$ cat src/rtl/vga_sync_receiver_if.sv
// Sync-stream inputs and reconstructed timing outputs of vga_sync_receiver.
// slave: the receiver side; master: the side that drives syncs and observes timing.
interface vga_sync_receiver_if;
  logic       i_HSync;
  logic       i_VSync;
  logic [9:0] o_Col_Count;
  logic [9:0] o_Row_Count;
  logic [9:0] o_Pix_X;
  logic [9:0] o_Pix_Y;
  logic       o_Active;
  logic       o_Frame_Start;
  logic       o_Locked;
  logic       o_Error;

  modport slave (
    input  i_HSync, i_VSync,
    output o_Col_Count, o_Row_Count, o_Pix_X, o_Pix_Y,
    output o_Active, o_Frame_Start, o_Locked, o_Error
  );

  modport master (
    output i_HSync, i_VSync,
    input  o_Col_Count, o_Row_Count, o_Pix_X, o_Pix_Y,
    input  o_Active, o_Frame_Start, o_Locked, o_Error
  );
endinterface

$ cat src/rtl/vga_sync_receiver.sv
// Rebuilds VGA column/row counters from an HSync/VSync pair, validates line/frame length, reports lock.
// Latency: sync fall to counter update 2 clocks; free-running stream, no backpressure.
module vga_sync_receiver #(
  parameter int TOTAL_COLS  = 800,
  parameter int TOTAL_ROWS  = 525,
  parameter int ACTIVE_COLS = 640,
  parameter int ACTIVE_ROWS = 480,
  parameter int H_ACT_START = 144,
  parameter int V_ACT_START = 35,
  parameter int LOCK_FRAMES = 2
) (
  input  logic               i_Clk,
  input  logic               i_Reset,
  vga_sync_receiver_if.slave bus
);

  typedef enum logic [1:0] {SEARCH = 2'd0, MEASURE = 2'd1, LOCKED = 2'd2} state_t;

  localparam logic [9:0]  LP_MAX      = 10'd1023;
  localparam logic [9:0]  LP_PRE_MAX  = 10'd1022;
  localparam logic [9:0]  LP_LAST_COL = 10'(TOTAL_COLS - 1);
  localparam logic [9:0]  LP_LAST_ROW = 10'(TOTAL_ROWS - 1);
  localparam logic [9:0]  LP_H_OFS    = 10'(H_ACT_START);
  localparam logic [9:0]  LP_V_OFS    = 10'(V_ACT_START);
  localparam logic [10:0] LP_H_LO     = 11'(H_ACT_START);
  localparam logic [10:0] LP_H_HI     = 11'(H_ACT_START + ACTIVE_COLS);
  localparam logic [10:0] LP_V_LO     = 11'(V_ACT_START);
  localparam logic [10:0] LP_V_HI     = 11'(V_ACT_START + ACTIVE_ROWS);
  localparam logic [3:0]  LP_LOCK     = 4'(LOCK_FRAMES);

  logic       r_hsync, r_hsync_d, r_vsync, r_vsync_d;
  logic       r_vpend, r_ferr;
  logic [9:0] r_col, r_row, r_pix_x, r_pix_y;
  logic       r_active, r_frame_start, r_locked, r_error;
  state_t     r_state, w_state_nxt;
  logic [3:0] r_good, w_good_nxt, w_good_inc;

  logic       w_h_fall, w_v_fall, w_frame_start, w_checking;
  logic       w_line_err, w_frame_err, w_timeout, w_err;
  logic [9:0] w_col_nxt, w_row_nxt;
  logic       w_in_win, w_act_nxt;

  assign w_h_fall      = r_hsync_d & ~r_hsync;
  assign w_v_fall      = r_vsync_d & ~r_vsync;
  // A VSync fall coinciding with the HSync fall starts the frame immediately.
  assign w_frame_start = w_h_fall & (r_vpend | w_v_fall);
  assign w_checking    = (r_state != SEARCH);

  assign w_line_err  = w_checking & w_h_fall & (r_col != LP_LAST_COL);
  assign w_frame_err = w_checking & w_frame_start & (r_row != LP_LAST_ROW);
  assign w_timeout   = ~w_h_fall & (r_col == LP_PRE_MAX);
  assign w_err       = w_line_err | w_frame_err | w_timeout;

  assign w_col_nxt = w_h_fall ? 10'd0 : ((r_col == LP_MAX) ? r_col : r_col + 10'd1);
  assign w_row_nxt = w_frame_start ? 10'd0 :
                     ((w_h_fall && r_row != LP_MAX) ? r_row + 10'd1 : r_row);

  // Window decode uses next-cycle counters so outputs line up with o_Col_Count/o_Row_Count.
  assign w_in_win  = ({1'b0, w_col_nxt} >= LP_H_LO) && ({1'b0, w_col_nxt} < LP_H_HI) &&
                     ({1'b0, w_row_nxt} >= LP_V_LO) && ({1'b0, w_row_nxt} < LP_V_HI);
  assign w_act_nxt = (w_state_nxt == LOCKED) && w_in_win;

  assign w_good_inc = r_good + 4'd1;

  always_comb begin
    w_state_nxt = r_state;
    w_good_nxt  = r_good;
    case (r_state)
      SEARCH: begin
        if (w_frame_start) begin
          w_state_nxt = MEASURE;
          w_good_nxt  = 4'd0;
        end
      end
      MEASURE: begin
        if (w_frame_start) begin
          if (w_err || r_ferr) begin
            w_good_nxt = 4'd0;
          end else begin
            w_good_nxt = w_good_inc;
            if (w_good_inc == LP_LOCK) w_state_nxt = LOCKED;
          end
        end else if (w_err) begin
          w_good_nxt = 4'd0;
        end
      end
      LOCKED: begin
        if (w_err) begin
          w_state_nxt = MEASURE;
          w_good_nxt  = 4'd0;
        end
      end
      default: begin
        w_state_nxt = SEARCH;
        w_good_nxt  = 4'd0;
      end
    endcase
  end

  always_ff @(posedge i_Clk) begin
    if (i_Reset) begin
      r_hsync       <= 1'b1;
      r_hsync_d     <= 1'b1;
      r_vsync       <= 1'b1;
      r_vsync_d     <= 1'b1;
      r_vpend       <= 1'b0;
      r_ferr        <= 1'b0;
      r_col         <= 10'd0;
      r_row         <= 10'd0;
      r_pix_x       <= 10'd0;
      r_pix_y       <= 10'd0;
      r_active      <= 1'b0;
      r_frame_start <= 1'b0;
      r_locked      <= 1'b0;
      r_error       <= 1'b0;
      r_state       <= SEARCH;
      r_good        <= 4'd0;
    end else begin
      r_hsync       <= bus.i_HSync;
      r_hsync_d     <= r_hsync;
      r_vsync       <= bus.i_VSync;
      r_vsync_d     <= r_vsync;
      r_vpend       <= w_frame_start ? 1'b0 : (r_vpend | w_v_fall);
      // Error memory covers the frame in progress; an error at the boundary belongs to the old frame.
      r_ferr        <= w_frame_start ? 1'b0 : (r_ferr | w_err);
      r_col         <= w_col_nxt;
      r_row         <= w_row_nxt;
      r_pix_x       <= w_act_nxt ? (w_col_nxt - LP_H_OFS) : 10'd0;
      r_pix_y       <= w_act_nxt ? (w_row_nxt - LP_V_OFS) : 10'd0;
      r_active      <= w_act_nxt;
      r_frame_start <= w_frame_start;
      r_locked      <= (w_state_nxt == LOCKED);
      r_error       <= w_err;
      r_state       <= w_state_nxt;
      r_good        <= w_good_nxt;
    end
  end

  assign bus.o_Col_Count   = r_col;
  assign bus.o_Row_Count   = r_row;
  assign bus.o_Pix_X       = r_pix_x;
  assign bus.o_Pix_Y       = r_pix_y;
  assign bus.o_Active      = r_active;
  assign bus.o_Frame_Start = r_frame_start;
  assign bus.o_Locked      = r_locked;
  assign bus.o_Error       = r_error;

endmodule

$ cat src/flat_wrapper.sv
// flat-port wrapper written by rule: the top's interface ports become plain ports
module vga_sync_receiver_flat 
#(
  parameter int TOTAL_COLS  = 800,
  parameter int TOTAL_ROWS  = 525,
  parameter int ACTIVE_COLS = 640,
  parameter int ACTIVE_ROWS = 480,
  parameter int H_ACT_START = 144,
  parameter int V_ACT_START = 35,
  parameter int LOCK_FRAMES = 2
)
  (i_Clk, i_Reset, bus_i_HSync, bus_i_VSync, bus_o_Col_Count, bus_o_Row_Count, bus_o_Pix_X, bus_o_Pix_Y, bus_o_Active, bus_o_Frame_Start, bus_o_Locked, bus_o_Error);
  vga_sync_receiver_if bus_i ();
  input  logic i_Clk;
  input  logic i_Reset;
  input wire logic [$bits(bus_i.i_HSync)-1:0] bus_i_HSync;
  input wire logic [$bits(bus_i.i_VSync)-1:0] bus_i_VSync;
  output wire logic [$bits(bus_i.o_Col_Count)-1:0] bus_o_Col_Count;
  output wire logic [$bits(bus_i.o_Row_Count)-1:0] bus_o_Row_Count;
  output wire logic [$bits(bus_i.o_Pix_X)-1:0] bus_o_Pix_X;
  output wire logic [$bits(bus_i.o_Pix_Y)-1:0] bus_o_Pix_Y;
  output wire logic [$bits(bus_i.o_Active)-1:0] bus_o_Active;
  output wire logic [$bits(bus_i.o_Frame_Start)-1:0] bus_o_Frame_Start;
  output wire logic [$bits(bus_i.o_Locked)-1:0] bus_o_Locked;
  output wire logic [$bits(bus_i.o_Error)-1:0] bus_o_Error;
  assign bus_i.i_HSync = bus_i_HSync;
  assign bus_i.i_VSync = bus_i_VSync;
  assign bus_o_Col_Count = bus_i.o_Col_Count;
  assign bus_o_Row_Count = bus_i.o_Row_Count;
  assign bus_o_Pix_X = bus_i.o_Pix_X;
  assign bus_o_Pix_Y = bus_i.o_Pix_Y;
  assign bus_o_Active = bus_i.o_Active;
  assign bus_o_Frame_Start = bus_i.o_Frame_Start;
  assign bus_o_Locked = bus_i.o_Locked;
  assign bus_o_Error = bus_i.o_Error;
  vga_sync_receiver #(.TOTAL_COLS(TOTAL_COLS), .TOTAL_ROWS(TOTAL_ROWS), .ACTIVE_COLS(ACTIVE_COLS), .ACTIVE_ROWS(ACTIVE_ROWS), .H_ACT_START(H_ACT_START), .V_ACT_START(V_ACT_START), .LOCK_FRAMES(LOCK_FRAMES)) u_core (.i_Clk(i_Clk), .i_Reset(i_Reset), .bus(bus_i));
endmodule
$ cat config.mk
export PLATFORM = sky130hd
export DESIGN_NAME = vga_sync_receiver_flat
export DESIGN_NICKNAME = d
export VERILOG_FILES = /design/src/rtl/vga_sync_receiver_if.sv /design/src/rtl/vga_sync_receiver.sv /design/src/flat_wrapper.sv
export SDC_FILE = /design/constraint.sdc
export NUM_CORES = 1
export LEC_CHECK = 0
export ABC_AREA = 1
export CAP_MARGIN = 10
export CORE_ASPECT_RATIO = 0.75
export CORE_MARGIN = 8
export CORE_UTILIZATION = 49
export DETAILED_ROUTE_END_ITERATION = 8
export GPL_ROUTABILITY_DRIVEN = 0
export PLACE_DENSITY = 0.76
export RECOVER_POWER = 25
export SLEW_MARGIN = 20
export SYNTH_ARGS = -nofsm -noshare
export SYNTH_HDL_FRONTEND = slang
export SYNTH_SLANG_ARGS = --single-unit
$ cat constraint.sdc
create_clock -name i_Clk -period 2.34 [get_ports i_Clk]
set_input_delay 0.234 -clock i_Clk [delete_from_list [all_inputs] [get_ports i_Clk]]
set_output_delay 0.234 -clock i_Clk [all_outputs]
set_load 0.05 [all_outputs]
Yosys cells after proc, flatten, opt, wreduce, memory -nomap -nowiden --
Cells that the tools add are included.
Word-level totals: bits in registers 56, word-level logic and storage cells 76, output and inout port bits 44
Operators by class: bitwise operators 16, magnitude comparators 4, equal/unequal tests 10, $add $sub $neg 5, multiplexer cells 15, reduce and logical (&&, ||, !) cells 10
Operator list (number):
- 10-bit two-way mux | 4
- 10-bit != test, second input constant | 3
- 10-bit by 1-bit adder with 10-bit output, second input constant | 2
- 10-bit equality test, second input constant | 2
- 10-bit < comparator, second input constant | 2
- 4-bit two-way mux | 4
- 4-bit case mux with 3 select lines | 1
- 10-bit by 6-bit >= comparator with 1-bit output, second input constant | 1
- 10-bit by 8-bit >= comparator with 1-bit output, second input constant | 1
- 2-bit two-way mux | 5
- 10-bit by 6-bit subtractor with 10-bit output, second input constant | 1
- 10-bit by 8-bit subtractor with 10-bit output, second input constant | 1
- 1-bit AND | 8
- 2-bit case mux with 3 select lines | 1
- 1-bit logical AND | 5
- 4-bit by 1-bit adder with 4-bit output, second input constant | 1
- 2-bit equality test, second input constant | 2
- 4-bit by 2-bit equality test with 1-bit output, second input constant | 1
- 1-bit NOT | 4
- 1-bit OR | 4
- 2-bit OR reduction | 2
- 2-bit by 1-bit equality test with 1-bit output, second input constant | 1
- 2-bit zero test | 1
- 2-bit by 1-bit != test with 1-bit output, second input constant | 1
- 2 further kinds | 2

Longest topological paths before layout --
Gate-level depths: netlist of the first run.
word-level depth 16, depth in mapped cells 19, mapped depth without buffers 18

Worst setup path before layout of the first run --
OpenSTA, ideal clock, no wires.
kind register to register, start point register u_core.r_row[0], in the netlist u_core.bus.o_Row_Count[0], end point register u_core.r_pix_y[5], in the netlist u_core.bus.o_Pix_Y[5], slack -0.382 ns, stages on the path, launching flop included 19, data required time 2.224 ns, data arrival time 2.605 ns, library setup time 0.116 ns, period minus slack after synthesis 2.722 ns, buffers on the path 1, path through dfxtp_1 > ha_1 > nand3_2 > nor2_4 > nand2_4 > nand2_2 > nand2_1 > nand2_1 > nor2_1 > ha_1 > inv_1 > nand2_2 > o21ai_4 > nand3_2 > nand2_1 > inv_1 > nand2_2 > buf_6 > nor2_2
Between the ends: elaborated cells between the ends (all ways) 23, classes of those cells 2 x add/sub; 2 x order compare; 3 x eq/ne; 6 x mux; 4 x bitwise; 6 x reduce/logical
RTL lines:
- start, declared | line vga_sync_receiver.sv:33 | logic [9:0] r_col, r_row, r_pix_x, r_pix_y;
- start signal, assigned | line vga_sync_receiver.sv:127 | r_row <= w_row_nxt;
- branches (longest 2 deep; another with 10-bit by 1-bit adder with 10-bit output)
- 10-bit two-way mux * | line vga_sync_receiver.sv:56 | ((w_h_fall && r_row != LP_MAX) ? r_row + 10'd1 : r_row);
- 10-bit two-way mux * | line vga_sync_receiver.sv:55 | assign w_row_nxt = w_frame_start ? 10'd0 :
- via u_core.w_row_nxt[1] | line vga_sync_receiver.sv:40 | logic [9:0] w_col_nxt, w_row_nxt;
- 10-bit by 6-bit >= comparator with 1-bit output | line vga_sync_receiver.sv:60 | ({1'b0, w_row_nxt} >= LP_V_LO) && ({1'b0, w_row_nxt} < LP_V_HI);
- 1-bit logical AND | line vga_sync_receiver.sv:59 | assign w_in_win = ({1'b0, w_col_nxt} >= LP_H_LO) && ({1'b0, w_col_nxt} < LP_H_HI) &&
- 1-bit logical AND | line vga_sync_receiver.sv:60
- 1-bit logical AND | line vga_sync_receiver.sv:61 | assign w_act_nxt = (w_state_nxt == LOCKED) && w_in_win;
- 1-bit NOT (no line)
- 2-bit OR reduction (no line)
- end signal, assigned | line vga_sync_receiver.sv:129 | r_pix_y <= w_act_nxt ? (w_row_nxt - LP_V_OFS) : 10'd0;
- end, declared | line vga_sync_receiver.sv:33
Mark *: on every way through the listed nets, which the timed path passes. A chain may end at the register's enable or synchronous reset.

Worst setup path after layout of the first run --
Same ends and word-level chain as after synthesis.

==> flow_summary.yaml, run 1 <==
status:
  outcome: "complete, no violations"
placed_design:
  dpl_cell_area_um2: 3840
  dp_hpwl_um: 5570
  io_buffers: 47
die:
  die_x_um: 108
  core_area_um2: 6260
  row_count: 25
  start_util: 0.502
  die-height_um: 85.3
  dieArea_um2: 9260
  pin_count: 48
sta:
  period_needed_ps: 2210
  maxSlewHeadroom: 0.108
  worst_pin_slew_ps: 1340
  post-route-period-util: 0.945
  fmax_mhz: 452
  holdWs_ps: 433
  rsz0062_at_grt: "false"
  slew_violations: 0
  finalSetupTns_ps: 0
  setup_viol: 0
  clock-skew-final_ps: 18.5
  hold_viol: 0
logic_synthesis:
  synth_nets: 459
  synthArstFlopShare: 0
  avgSynthCellArea_um2: 7.11
  yosysTopAreaCell: "dfxtp_1"
  yosys_warnings: 0
  synth_flop_cell: "dfxtp_1"
  yosys.cell_types.count: 31
  netlist_area_um2: 3140
  synthTopCellsByArea: "dfxtp_1 (36%), nand2_1 (12%), inv_1 (7.5%)"
  synth_edf_count: 0
  synth_seq_cells: 56
  synth_cells: 442
  ys_seq_area_frac: 0.357
  synth.top_cell.area_share: 0.357
pwr:
  p_leak_nw: 1.99
  p_total_w: 0.00189
  irDropWorstVdd_v: 0.000290
  powerDensity_nw_per_um2: 441
run:
  maxCapViolCount: 0
hold_path:
  hold_class: "flop to flop"
  min_to: "u_core.r_vsync_d$_SDFF_PP1_"
  min_delay_path_depth: 2
  hp-start: "u_core.r_vsync$_SDFF_PP1_"
clock_tree:
  cts.htree.levels: 2
  cts_hold_buf: 0
  clock_latency_ps: 320
  tritoncts: "done"
  cts_root_buffer: "clkbuf_8"
  numCtsBuffers: 5
  clock-sinks: 56
  cts_max_path_buffers: 2
  path_clk_slew_ps: 100
critical_path:
  critPathKind: "flop to flop"
  r2r_slack_ps: 130
  path_max_fanout: 6
  reg2reg_to: "u_core.bus.o_Pix_Y[5]$_SDFF_PP0_"
  crit_required_ps: 2540
  start_kind: "flop"
  end_kind: "flop"
  reg2regPathDepth: 18
  rr_startpoint: "u_core.bus.o_Row_Count[0]$_SDFF_PP0_"
  arrival_ps: 2420
final_layout:
  layout.nets: 538
  syn_to_final_growth_pct: 36.4
  final_cell_mix: "nand2_1 (92), inv_1 (60), nor2_1 (49), clkdlybuf4s50_1 (46), dfxtp_1 (37)"
  drive_gt1_frac: 0.276
  n_fill_cell: 511
  final_area_um2: 4280
  antenna_cells: 0
  final_common_cell: "nand2_1"
grt:
  grt_usage: 0.167
  grt_overflow_total: 0
  grt_pass1_wl_um: 12500
  antenna_found_initial: 0
  grt_pass1_vias: 2779
  grt_max_degree: 31
drt:
  num_vias: 3027
  drt_iter0_drc: 219
  drc_errors: 0
  drt-pass1-iter-count: 5
  ant_nets: 0
  wl_um: 7820
  wl_per_cell_um: 13.0
  viasPerCell: 5.02
[registers in the layout, summed over array words and instances (netlist names)]
name and flops:
u_core.bus.o_Pix_X 10, u_core.bus.o_Frame_Start 1, u_core.bus.o_Active 1, u_core.r_hsync_d 1
u_core.bus.o_Locked 1, u_core.bus.o_Row_Count 10, u_core.r_hsync 1, u_core.r_good 4
u_core.r_vsync 1, u_core.r_vpend 1, u_core.bus.o_Pix_Y 10, u_core.r_ferr 1
u_core.r_vsync_d 1, u_core.r_state 2, u_core.bus.o_Error 1, u_core.bus.o_Col_Count 10
[worst max-delay path: stages, from the launching register on]
cell and delay, ps:
dfxtp_4 380, ha_4 160, nand3_4 80, nor2_4 150, nand2_4 80, nand2_4 70
nand2_1 60, nand2_2 70, nor2_2 50, ha_2 190, inv_2 70, nand2_4 60
o21ai_4 190, nand3_2 90, nand2_2 80, inv_2 40, nand2_4 110, buf_12 140
nor2_2 30
[cell type report]
class,instances,area (um2),share of cell area
clock inverter,1,30.0,0.00701
multi-input combinational,310,1880,0.438
inverter,68,258,0.0602
timing repair buffer,80,763,0.178
clock buffer,7,96.3,0.0225
tap,81,101,0.0237
sequential,56,1160,0.270
[cell families (layout without fill, tap and decap cells)]
logic type                 Yosys count  after routing  share of synthesized area
AOI/OAI and AO/OA                   26             26                     0.0530
xor gates and xnor gates            13             13                     0.0362
adders and majority gates           13             13                     0.0518
buffers and inverters               76            156                     0.0988
DFF                                 56             56                      0.357
and+or+nand+nor                    258            258                      0.403
[worst max-delay path by stage]
stage | slack [ps] | from | cells past startpoint | endpoint
CTS | 7 | u_core.bus.o_Row_Count[0]$_SDFF_PP0_ | 19 | u_core.bus.o_Pix_Y[7]$_SDFF_PP0_
global route | 3 | u_core.bus.o_Row_Count[1]$_SDFF_PP0_ | 18 | u_core.bus.o_Pix_Y[5]$_SDFF_PP0_
detailed placement | -20 | u_core.bus.o_Col_Count[0]$_SDFF_PP0_ | 15 | u_core.bus.o_Pix_X[6]$_SDFF_PP0_
global placement | 30 | u_core.bus.o_Col_Count[0]$_SDFF_PP0_ | 15 | u_core.bus.o_Pix_X[9]$_SDFF_PP0_
finish | 130 | u_core.bus.o_Row_Count[0]$_SDFF_PP0_ | 18 | u_core.bus.o_Pix_Y[5]$_SDFF_PP0_
floorplan | 20 | u_core.bus.o_Col_Count[9]$_SDFF_PP0_ | 15 | u_core.bus.o_Pix_Y[5]$_SDFF_PP0_
[synthesized netlist by cell type (all sizes together) (3+ instances only)]
| cell type | count |
|---|---|
| or2 | 5 |
| dfxtp | 56 |
| nand3 | 47 |
| o21ai | 12 |
| a21oi | 13 |
| nand4 | 9 |
| nand2 | 109 |
| ha | 13 |
| nor2 | 80 |
| nor3 | 6 |
| inv | 68 |
| clkbuf | 3 |
| buf | 5 |
| xor2 | 12 |
[metal layers]
layer / wire [um] / vias to the layer above / part of all wire / GRT usage
met4: 97 / 0 / 0.012 / 0.0533
li1: - / 1525 / - / -
met5: 0 / - / 0 / 0
met1: 3530 / 1389 / 0.45 / 0.208
met3: 539 / 10 / 0.069 / 0.0363
met2: 3650 / 103 / 0.47 / 0.279
[where the power goes]
part	total (W)	switching [W]	internal [W]
sequential	0.000978	0.0000131	0.000965
combinational	0.000219	0.000143	0.0000764
clock	0.000694	0.000316	0.000378
total	0.00189	0.000472	0.00142
[per-stage QoR]
step,setup WS [ps],instances,util
after floorplan,16.0,442,-
after global placement,28.7,577,0.614
after detailed placement,-16.9,577,0.614
after CTS,7.06,593,0.653
after global routing,3.36,603,0.685
final,129,603,0.685
[timing repair]
action / CTS / global route
pin swaps: 7 / 13
hold endpoints to repair: 0 / 0
setup endpoints to repair: 21 / 21
gates cloned: 1 / 0
resized for setup: 9 / 31
buffers inserted: 7 / 10
(Power assumes the default switching activity.)
==> inputs of run 2 (changes only) <==
Settings changed: CTS_CLUSTER_DIAMETER from default to 120.
==> results of run 2 <==
No change in the layout: final DEF, timing and power equal those of run 1.
